===== src/rtl/fuzz_sig_pkg.sv =====
// Shared types and helpers for the fuzz signature harness.
// Holds the signature width, the LFSR/MISR step and the run FSM states.
package fuzz_sig_pkg;

    localparam int          SIG_W     = 32;
    localparam logic [31:0] LFSR_MASK = 32'hEDB88320;

    typedef enum logic [2:0] {
        IDLE,
        ZERO,
        RUN,
        DRAIN,
        CHECK
    } state_t;

    // Right-shift Galois step, shared by the stimulus LFSR and the MISR.
    function automatic logic [SIG_W-1:0] lfsr_step(input logic [SIG_W-1:0] s);
        return s[0] ? ((s >> 1) ^ LFSR_MASK) : (s >> 1);
    endfunction

endpackage


===== src/rtl/fuzz_sig_harness_if.sv =====
// Stimulus/response bundle between the harness and the DUT under test.
// master: drives stim/stim_valid, samples dut_y. slave: the DUT side.
interface fuzz_sig_harness_if #(
    parameter int IN_W  = 33,
    parameter int OUT_W = 695
);

    logic [IN_W-1:0]  stim;
    logic             stim_valid;
    logic [OUT_W-1:0] dut_y;

    modport master (
        output stim,
        output stim_valid,
        input  dut_y
    );

    modport slave (
        input  stim,
        input  stim_valid,
        output dut_y
    );

endinterface


===== src/rtl/fuzz_sig_misr.sv =====
// Folds a wide DUT output into 32 bits and compresses it into a MISR.
// Ports: clk, rst_n, clr_i (zero MISR), en_i (absorb y_i), y_i, misr_o.
module fuzz_sig_misr
    import fuzz_sig_pkg::*;
#(
    parameter int OUT_W = 695
) (
    input  logic             clk,
    input  logic             rst_n,
    input  logic             clr_i,
    input  logic             en_i,
    input  logic [OUT_W-1:0] y_i,
    output logic [SIG_W-1:0] misr_o
);

    localparam int NCH = (OUT_W + SIG_W - 1) / SIG_W;

    logic [NCH*SIG_W-1:0] pad;
    logic [SIG_W-1:0]     fold;
    logic [SIG_W-1:0]     misr_q;

    // Top chunk is zero-padded before the XOR fold.
    always_comb begin
        pad = '0;
        pad[OUT_W-1:0] = y_i;
        fold = '0;
        for (int i = 0; i < NCH; i++) begin
            fold = fold ^ pad[i*SIG_W +: SIG_W];
        end
    end

    always_ff @(posedge clk or negedge rst_n) begin
        if (!rst_n) begin
            misr_q <= '0;
        end else if (clr_i) begin
            misr_q <= '0;
        end else if (en_i) begin
            misr_q <= lfsr_step(misr_q) ^ fold;
        end
    end

    assign misr_o = misr_q;

endmodule


===== src/rtl/fuzz_sig_harness.sv =====
// Drives NUM_VEC LFSR vectors into a DUT, captures its output LATENCY
// cycles later into a MISR and compares the result against exp_sig.
// Ports: clk, rst_n, start, exp_sig; dut_if (stim, stim_valid, dut_y);
// busy, done (one-cycle), pass and sig (held until the next run).
// Optional FUZZ_SIG_MISMATCH_CAPTURE_EN adds ref_y, mismatch, first_bad_idx.
module fuzz_sig_harness
    import fuzz_sig_pkg::*;
#(
    parameter int          IN_W    = 33,
    parameter int          OUT_W   = 695,
    parameter int          NUM_VEC = 21,
    parameter int          LATENCY = 1,
    parameter logic [31:0] SEED    = 32'h1
) (
    input  logic                clk,
    input  logic                rst_n,
    input  logic                start,
    input  logic [SIG_W-1:0]    exp_sig,
    fuzz_sig_harness_if.master  dut_if,
    output logic                busy,
    output logic                done,
    output logic                pass,
    output logic [SIG_W-1:0]    sig
`ifdef FUZZ_SIG_MISMATCH_CAPTURE_EN
    ,
    input  logic [OUT_W-1:0]    ref_y,
    output logic                mismatch,
    output logic [15:0]         first_bad_idx
`endif
);

    localparam logic [31:0] SEED_EFF = (SEED == 32'h0) ? 32'h1 : SEED;
    localparam logic [15:0] NV       = 16'(NUM_VEC);

    state_t           state_q;
    logic [31:0]      lfsr_q;
    logic [15:0]      vec_cnt_q;
    logic [15:0]      cap_cnt_q;
    logic [IN_W-1:0]  stim_q;
    logic             stim_valid_q;
    logic             busy_q;
    logic             done_q;
    logic             pass_q;
    logic [SIG_W-1:0] sig_q;
    logic [SIG_W-1:0] misr;
    logic             accept;
    logic             cap_en;
    logic             clean;

    // The same LFSR word repeated, truncated to the stimulus width.
    function automatic logic [IN_W-1:0] widen(input logic [31:0] s);
        logic [63:0] r;
        r = {s, s};
        return r[IN_W-1:0];
    endfunction

    assign accept = (state_q == IDLE) && start;

    generate
        if (LATENCY == 0) begin : g_lat0
            assign cap_en = stim_valid_q;
        end else begin : g_latn
            logic [LATENCY-1:0] vsr_q;
            always_ff @(posedge clk or negedge rst_n) begin
                if (!rst_n) begin
                    vsr_q <= '0;
                end else begin
                    vsr_q[0] <= stim_valid_q;
                    for (int i = 1; i < LATENCY; i++) begin
                        vsr_q[i] <= vsr_q[i-1];
                    end
                end
            end
            assign cap_en = vsr_q[LATENCY-1];
        end
    endgenerate

    fuzz_sig_misr #(
        .OUT_W (OUT_W)
    ) u_misr (
        .clk    (clk),
        .rst_n  (rst_n),
        .clr_i  (accept),
        .en_i   (cap_en),
        .y_i    (dut_if.dut_y),
        .misr_o (misr)
    );

`ifdef FUZZ_SIG_MISMATCH_CAPTURE_EN
    logic        mm_q;
    logic [15:0] bad_idx_q;

    always_ff @(posedge clk or negedge rst_n) begin
        if (!rst_n) begin
            mm_q      <= 1'b0;
            bad_idx_q <= '0;
        end else if (accept) begin
            mm_q      <= 1'b0;
            bad_idx_q <= '0;
        end else if (cap_en && (dut_if.dut_y != ref_y)) begin
            mm_q <= 1'b1;
            if (!mm_q) begin
                bad_idx_q <= cap_cnt_q;
            end
        end
    end

    assign clean         = !mm_q;
    assign mismatch      = mm_q;
    assign first_bad_idx = bad_idx_q;
`else
    assign clean = 1'b1;
`endif

    // lfsr_q always holds the next vector to present; outputs are registered.
    always_ff @(posedge clk or negedge rst_n) begin
        if (!rst_n) begin
            state_q      <= IDLE;
            lfsr_q       <= SEED_EFF;
            vec_cnt_q    <= '0;
            cap_cnt_q    <= '0;
            stim_q       <= '0;
            stim_valid_q <= 1'b0;
            busy_q       <= 1'b0;
            done_q       <= 1'b0;
            pass_q       <= 1'b0;
            sig_q        <= '0;
        end else begin
            done_q <= 1'b0;
            if (cap_en) begin
                cap_cnt_q <= cap_cnt_q + 16'd1;
            end
            unique case (state_q)
                IDLE: begin
                    if (start) begin
                        state_q   <= ZERO;
                        lfsr_q    <= SEED_EFF;
                        vec_cnt_q <= '0;
                        cap_cnt_q <= '0;
                        pass_q    <= 1'b0;
                        busy_q    <= 1'b1;
                    end
                end
                ZERO: begin
                    state_q      <= RUN;
                    stim_q       <= widen(lfsr_q);
                    stim_valid_q <= 1'b1;
                    lfsr_q       <= lfsr_step(lfsr_q);
                    vec_cnt_q    <= 16'd1;
                end
                RUN: begin
                    if (vec_cnt_q == NV) begin
                        stim_q       <= '0;
                        stim_valid_q <= 1'b0;
                        if (LATENCY == 0) begin
                            state_q <= CHECK;
                            done_q  <= 1'b1;
                        end else begin
                            state_q <= DRAIN;
                        end
                    end else begin
                        stim_q    <= widen(lfsr_q);
                        lfsr_q    <= lfsr_step(lfsr_q);
                        vec_cnt_q <= vec_cnt_q + 16'd1;
                    end
                end
                DRAIN: begin
                    if (cap_cnt_q == NV) begin
                        state_q <= CHECK;
                        done_q  <= 1'b1;
                    end
                end
                CHECK: begin
                    sig_q   <= misr;
                    pass_q  <= (misr == exp_sig) && clean;
                    busy_q  <= 1'b0;
                    state_q <= IDLE;
                end
                default: begin
                    state_q <= IDLE;
                end
            endcase
        end
    end

    assign dut_if.stim       = stim_q;
    assign dut_if.stim_valid = stim_valid_q;
    assign busy              = busy_q;
    assign done              = done_q;
    assign pass              = pass_q;
    assign sig               = sig_q;

endmodule


===== src/flat_wrapper.sv =====
// flat-port wrapper written by rule: the top's interface ports become plain ports
module fuzz_sig_harness_flat import fuzz_sig_pkg::*;
#(
    parameter int          IN_W    = 33,
    parameter int          OUT_W   = 695,
    parameter int          NUM_VEC = 21,
    parameter int          LATENCY = 1,
    parameter logic [31:0] SEED    = 32'h1
)
  (clk, rst_n, start, exp_sig, busy, done, pass, sig, dut_if_stim, dut_if_stim_valid, dut_if_dut_y);
  fuzz_sig_harness_if #(.IN_W(IN_W), .OUT_W(OUT_W)) dut_if_i ();
  input  logic clk;
  input  logic rst_n;
  input  logic start;
  input  logic [SIG_W-1:0] exp_sig;
  output logic busy;
  output logic done;
  output logic pass;
  output logic [SIG_W-1:0] sig;
  output wire logic [$bits(dut_if_i.stim)-1:0] dut_if_stim;
  output wire logic [$bits(dut_if_i.stim_valid)-1:0] dut_if_stim_valid;
  input wire logic [$bits(dut_if_i.dut_y)-1:0] dut_if_dut_y;
  assign dut_if_stim = dut_if_i.stim;
  assign dut_if_stim_valid = dut_if_i.stim_valid;
  assign dut_if_i.dut_y = dut_if_dut_y;
  fuzz_sig_harness #(.IN_W(IN_W), .OUT_W(OUT_W), .NUM_VEC(NUM_VEC), .LATENCY(LATENCY), .SEED(SEED)) u_core (.clk(clk), .rst_n(rst_n), .start(start), .exp_sig(exp_sig), .dut_if(dut_if_i), .busy(busy), .done(done), .pass(pass), .sig(sig));
endmodule

===== config.mk =====
export PLATFORM = sky130hd
export DESIGN_NAME = fuzz_sig_harness_flat
export DESIGN_NICKNAME = d
export VERILOG_FILES = /design/src/rtl/fuzz_sig_pkg.sv /design/src/rtl/fuzz_sig_harness_if.sv /design/src/rtl/fuzz_sig_misr.sv /design/src/rtl/fuzz_sig_harness.sv /design/src/flat_wrapper.sv
export SDC_FILE = /design/constraint.sdc
export NUM_CORES = 1
export LEC_CHECK = 0
export ABC_CLOCK_PERIOD_IN_PS = 2400
export CAP_MARGIN = 20
export CORE_AREA = 2 2 309 311
export DETAILED_ROUTE_END_ITERATION = 10
export DIE_AREA = 0 0 311 313
export DONT_BUFFER_PORTS = 1
export PLACE_DENSITY = 0.39
export SLEW_MARGIN = 10
export SYNTH_ARGS = -nofsm -noshare
export SYNTH_HDL_FRONTEND = slang
export SYNTH_HIERARCHICAL = 1
export SYNTH_SLANG_ARGS = --single-unit

===== constraint.sdc =====
create_clock -name clk -period 2.4 [get_ports clk]
set_input_delay 0.48 -clock clk [delete_from_list [all_inputs] [get_ports clk]]
set_output_delay 0.48 -clock clk [all_outputs]
set_load 0.05 [all_outputs]

==> results of run 1 <==
## worst max path at each step
stage | from | to | slack [ns] | cells past startpoint
6_report | u_core/u_misr/misr_o[0] | u_core/u_misr/misr_o[8] | 0.19 | 6
5_1_grt | u_core/u_misr/misr_o[22] | u_core/pass | 0.09 | 6
4_1_cts | u_core/u_misr/misr_o[22] | u_core/pass | 0.06 | 6
3_5_place_dp | u_core/u_misr/misr_o[19] | u_core/pass | 0.005 | 6
3_3_place_gp | u_core/u_misr/misr_o[22] | u_core/pass | -0.82 | 5
2_1_floorplan | u_core/state_q[0] | u_core/u_misr/misr_o[10] | 0.05 | 9
## cells in the mapped netlist, types with 4 or more instances
library cell,instances
xor2_1,80
mux2_2,32
o21ai_0,18
a22o_1,35
o31ai_1,13
clkbuf_1,25
and3_1,27
a311o_1,22
a211oi_2,8
nor3_1,13
nand2_1,49
xnor2_1,515
ha_1,4
nand3_1,6
and4_1,4
nor4_1,31
buf_2,14
nor2_1,54
buf_6,5
a21oi_1,5
dfrtp_1,167
xnor2_2,10
xnor3_1,76
inv_1,9
nand4_1,13
## metal layers
metal,up-vias,share of wire,wire length (um),track usage
met5,-,0.00045,27,0
met4,4,0.027,1630,0.0384
met3,53,0.10,6070,0.0527
met2,487,0.48,28800,0.196
met1,4583,0.39,23500,0.139
li1,4370,-,-,-
## power groups by stage
stage                     combinational, W  clock, W  sequential (W)
after global placement             0.00932         0         0.00583
after detailed placement           0.00941         0         0.00583
after floorplan                    0.00730         0         0.00514
final                              0.00925   0.00308         0.00567
after global routing                0.0101   0.00336         0.00586
after CTS                          0.00949   0.00329         0.00578
## through the flow
stage               TNS [ns]  cell area [um2]  power [W]  hold slack [ns]
CTS                        0            16500     0.0186           -0.359
global placement      -0.819            15900     0.0151            0.190
detailed placement         0            15900     0.0152            0.189
global route               0            16600     0.0194           -0.358
finish                     0            16600     0.0180           -0.307
floorplan                  0            14200     0.0124            0.184
## state kept, by name, indices dropped and copies added (netlist names)
name,count
u_core/busy,1
u_core/sig,32
u_core/u_misr/misr_o,32
u_core/dut_if.stim,32
u_core/cap_cnt_q,16
u_core/state_q,3
u_core/pass,1
u_core/lfsr_q,32
u_core/cap_en,1
u_core/dut_if.stim_valid,1
u_core/done,1
u_core/vec_cnt_q,16
## area by class of cell
cell class | instances | share of cell area
multi-input combinational | 1051 | 0.586
sequential | 168 | 0.254
tap | 1265 | 0.0956
clock buffer | 17 | 0.0257
timing repair buffer | 42 | 0.0243
clock inverter | 15 | 0.0114
inverter | 10 | 0.00227
antenna | 4 | 0.000605
## logic make-up after synthesis
kind of cell | Yosys count | synth area share
buffers and inverters | 57 | 0.0204
multiplexers | 35 | 0.0276
flip-flops | 168 | 0.297
AND/OR/NAND/NOR | 218 | 0.0812
AO/OA/AOI/OAI | 111 | 0.0656
XOR/XNOR | 683 | 0.505
adder cells (fa/ha/maj) | 4 | 0.00354
## what timing repair did
item	CTS	global route
gates resized for setup	1	0
endpoints found under the setup margin	1	0
hold endpoints to repair	168	168
==> flow_summary.toml, run 1 <==
[outcome]
status = "finished, violations left"
failed_checks = "hold timing"

[critical_path]
worstReg2RegEnd = "u_core/u_misr/misr_o[8]"
critPathMaxStageDelay_ns = 0.47
crit_path_end_kind = "flop"
cp_common_cell = "xnor2_1"
r2r-start = "u_core/u_misr/misr_o[0]"
worstPathMaxFanout = 14
r2r_setup_slack_ns = 0.19
critPathBufInv = 1
start_kind = "flop"
cp_top_family = "XOR/XNOR gates"
path_class = "reg2reg"
crit_chain = "buf_12, xnor2_2, xnor2_1, xnor2_1, xnor3_1, a211oi_2"
slowest_stage = "xnor3_1"
crit_arrival_ns = 2.60
crit_required_ns = 2.79
reg2regPathDepth = 6

[synthesis]
syn_inst = 1276
synth_top_area_cell = "xnor2_1"
synth_warnings = 6
synth_nets = 2010
syn_area_per_cell_um2 = 11.1
synth_top_area_frac = 0.319
synthTopCellsByArea = "xnor2_1 32%, dfrtp_1 30%, xnor3_1 12%"
synthArstFlopShare = 1.00
yosysSeqAreaShare = 0.297
synth_edf_count = 0
ys_ff_latch = 168
synthesis.area_um2 = 14200
ys_types = 51
synth-main-ff-cell = "dfrtp_1"

[finish]
nNetsFinal = 2024
final_common_cell = "xnor2_1"
fin_cells = 2572
fillers = 10400
fin_util = 0.176
ff_latch_area_um2 = 4210
drive_gt1_frac = 0.113
layout_common_cells = "515 x xnor2_1, 165 x dfrtp_1, 80 x xor2_1, 76 x xnor3_1, 53 x nor2_1"
area_delta_synth_final_pct = 17.0
multi_input_area_um2 = 9700

[routing]
drt-total-wl_mm = 60.0
via_count = 9497
dr.pass1.iters = 5
drc = 0
drt-wirelength-per-cell_um = 23.3
ant_nets = 0
via_per_inst = 3.69
first_iter_violations = 464

[floorplanning]
chipWidth_um = 311
row_count = 113
dieArea_um2 = 97300
coreArea_um2 = 94200
ios = 799
die_h_um = 313
start_util = 0.150

[pwr]
swShare = 0.427
peakVddDrop_uv = 503
power_frac_clock = 0.171
p_int_w = 0.0103
p_leak_nw = 6.39
p_sw_w = 0.00768
combPwrFrac = 0.514
sequentialPowerShare = 0.315
pwr_density_cell_nw_per_um2 = 1090

[timing]
tightestPinTransition_ns = 0.844
fin_ws_ns = 0.192
holdWs_ns = -0.307
timing.final.crit_share = 0.920
fin_skew_ns = 0.0289
rsz0062_at_grt = "no"
setup_viol = 0
finalCriticalPeriod_ns = 2.21
fmax_ghz = 0.453
hold_violations = 167
max_slew_margin = 0.436
drv_slew = 0

[worst_hold_path]
hp-class = "in2async"

[global_route]
grt_pass1_wl_mm = 80.7
grt_start_max_net_pins = 169
grt_pass1_vias = 10300
track_usage = 0.119
antenna_found_initial = 8
gr-total-overflow = 0

[clocking]
cts_setup_buffers = 0
clock-root-buffer = "clkbuf_16"
cts_tree = "yes"
clkTransAtPathRegs_ns = 0.09
numCtsBuffers = 17
cts_sinks = 168
worstSkewPairLatency_ns = 0.48
htreeDepth = 4
clock_path_buffers = 2

[place]
placed_cells = 2536
numPortBuffers = 0
place_ws_ns = 0.00534
gp_congestion = 0.926
place_hpwl_mm = 49.7

[flow_run]
max_cap_violations = 0
No activity file was read; power rests on OpenSTA's default activity.
==> inputs of run 2 (changes only) <==
--- a/config.mk
+++ b/config.mk
@@ -5,7 +5,6 @@
 export SDC_FILE = /design/constraint.sdc
 export NUM_CORES = 1
 export LEC_CHECK = 0
-export ABC_CLOCK_PERIOD_IN_PS = 2400
 export CAP_MARGIN = 20
 export CORE_AREA = 2 2 309 311
 export DETAILED_ROUTE_END_ITERATION = 10
==> results of run 2 <==
Final layout, timing and power as in run 1 (identical DEF).
==> inputs of run 3 (changes only) <==
--- a/config.mk
+++ b/config.mk
@@ -10,8 +10,7 @@
 export DETAILED_ROUTE_END_ITERATION = 10
 export DIE_AREA = 0 0 311 313
 export DONT_BUFFER_PORTS = 1
-export PLACE_DENSITY = 0.39
-export SLEW_MARGIN = 10
+export PLACE_DENSITY = 0.32
 export SYNTH_ARGS = -nofsm -noshare
 export SYNTH_HDL_FRONTEND = slang
 export SYNTH_HIERARCHICAL = 1
==> flow_summary.toml, run 3 (synthesis results as in run 1) <==
[outcome]
status = "finished, violations left"
failed_checks = "hold timing"

[clocking]
clock-root-buffer = "clkbuf_16"
numCtsBuffers = 17
clkTransAtPathRegs_ns = 0.08
cts_tree = "yes"
cts_sinks = 168
worstSkewPairLatency_ns = 0.49
cts_setup_buffers = 0
htreeDepth = 4
clock_path_buffers = 2

[routing]
drt-wirelength-per-cell_um = 23.5
first_iter_violations = 449
dr.pass1.iters = 5
drc = 0
via_per_inst = 3.71
wl_met2_mm = 30.2
met3_length_mm = 6.70
wl_met1_mm = 22.5
drt-total-wl_mm = 60.3
ant_nets = 0
routed.top_layer = "met5"
via_count = 9535

[finish]
nNetsFinal = 2022
drive_gt1_frac = 0.111
fin_area_um2 = 16500
layout_common_cells = "515 x xnor2_1, 165 x dfrtp_1, 80 x xor2_1, 76 x xnor3_1, 53 x nor2_1"
fillers = 10400
area_delta_synth_final_pct = 16.7
fin_util = 0.175
final_common_cell = "xnor2_1"

[critical_path]
crit_path_end_kind = "flop"
start_kind = "flop"
r2r_setup_slack_ns = 0.26
reg2regPathDepth = 6
crit_required_ns = 2.76
path_class = "reg2reg"
crit_arrival_ns = 2.50
r2r-start = "u_core/u_misr/misr_o[1]"
worstPathMaxFanout = 4
worstReg2RegEnd = "u_core/u_misr/misr_o[0]"

[global_route]
grt_pass1_vias = 10500
gr-total-overflow = 0
track_usage = 0.121
grt_pass1_wl_mm = 82.1
antenna_found_initial = 4
grt_start_max_net_pins = 169

[timing]
finalCriticalPeriod_ns = 2.14
hold_violations = 168
drv_slew = 0
timing.final.crit_share = 0.890
fmax_ghz = 0.468
holdWs_ns = -0.311
max_slew_margin = 0.457
tightestPinTransition_ns = 0.815
setup_viol = 0
fin_skew_ns = 0.0165
rsz0062_at_grt = "no"

[floorplanning]
die_h_um = 313
coreArea_um2 = 94200
start_util = 0.150
row_count = 113
dieArea_um2 = 97300
ios = 799
chipWidth_um = 311

[pwr]
p_sw_w = 0.00757
p_int_w = 0.0104
peakVddDrop_uv = 535
power_frac_clock = 0.170
p_leak_nw = 6.38
sequentialPowerShare = 0.313
pwr_density_cell_nw_per_um2 = 1090
combPwrFrac = 0.517
swShare = 0.421

[place]
place_hpwl_mm = 50.1
numPortBuffers = 0
placed_area_um2 = 15900
gp_congestion = 0.946

[flow_run]
max_cap_violations = 0

[worst_hold_path]
hp-class = "in2async"
[run 3: cell types whose count changed in the layout (fill, tap and decap cells not counted), sizes merged]
cell    before  now
diode        4    1
inv         19   18
bufinv       0    1
buf         42   40
[run 3: layout make-up]
type                    instances  area (um2)  area share
flip-flops and latches        168        4210       0.255
clock buffers                  17         425      0.0258
clock inverters                15         199      0.0120
multi-input cells            1051        9690       0.587
repair buffers                 40         375      0.0227
diodes                          1        2.50    0.000151
inverters                      10        37.5     0.00227
well taps                    1265        1580      0.0958
[run 3: worst max path at each step]
stage | start | end | slack, ns | cells past startpoint
finish | u_core/u_misr/misr_o[1] | u_core/u_misr/misr_o[0] | 0.26 | 6
global placement | u_core/u_misr/misr_o[19] | u_core/pass | -0.06 | 5
detailed placement | u_core/u_misr/misr_o[19] | u_core/pass | -0.04 | 5
CTS | u_core/u_misr/misr_o[2] | u_core/pass | 0.02 | 6
global route | u_core/u_misr/misr_o[2] | u_core/pass | 0.1 | 6
floorplan | u_core/state_q[0] | u_core/u_misr/misr_o[10] | 0.05 | 9
[run 3: layer usage]
layer / track usage / up-vias
met3: 0.0620 / 49
met5: 0 / -
li1: - / 4355
met2: 0.209 / 463
met4: 0.0291 / 4
met1: 0.133 / 4664
[run 3: what timing repair did]
item                       CTS  global route
resized for setup            1             1
hold endpoints to repair   168           168
pin swaps                    0             0
setup endpoints to repair    1             1
[run 3: power groups by stage]
stage	combinational, W	sequential [W]	clock [W]
6_report	0.00929	0.00563	0.00306
5_1_grt	0.0102	0.00584	0.00337
4_1_cts	0.00960	0.00573	0.00326
3_5_place_dp	0.00954	0.00579	0
3_3_place_gp	0.00946	0.00579	0
2_1_floorplan	0.00730	0.00514	0
[run 3: critical path, stage by stage (launching register included)]
cell and delay [ns]:
dfrtp_1 0.53, xor2_1 0.20, xnor2_1 0.13, buf_4 0.16, xnor3_1 0.51, and3_1 0.22
a311o_1 0.26
[run 3: metrics by stage]
step	hold slack (ns)	setup WS (ns)	cells	setup TNS, ns	total power, W
3_3_place_gp	0.195	-0.0611	2534	-0.0611	0.0153
3_5_place_dp	0.195	-0.0420	2534	-0.0420	0.0153
6_report	-0.311	0.265	2567	0	0.0180
4_1_cts	-0.363	0.0184	2566	0	0.0186
2_1_floorplan	0.184	0.0522	1276	0	0.0124
5_1_grt	-0.363	0.0983	2567	0	0.0194
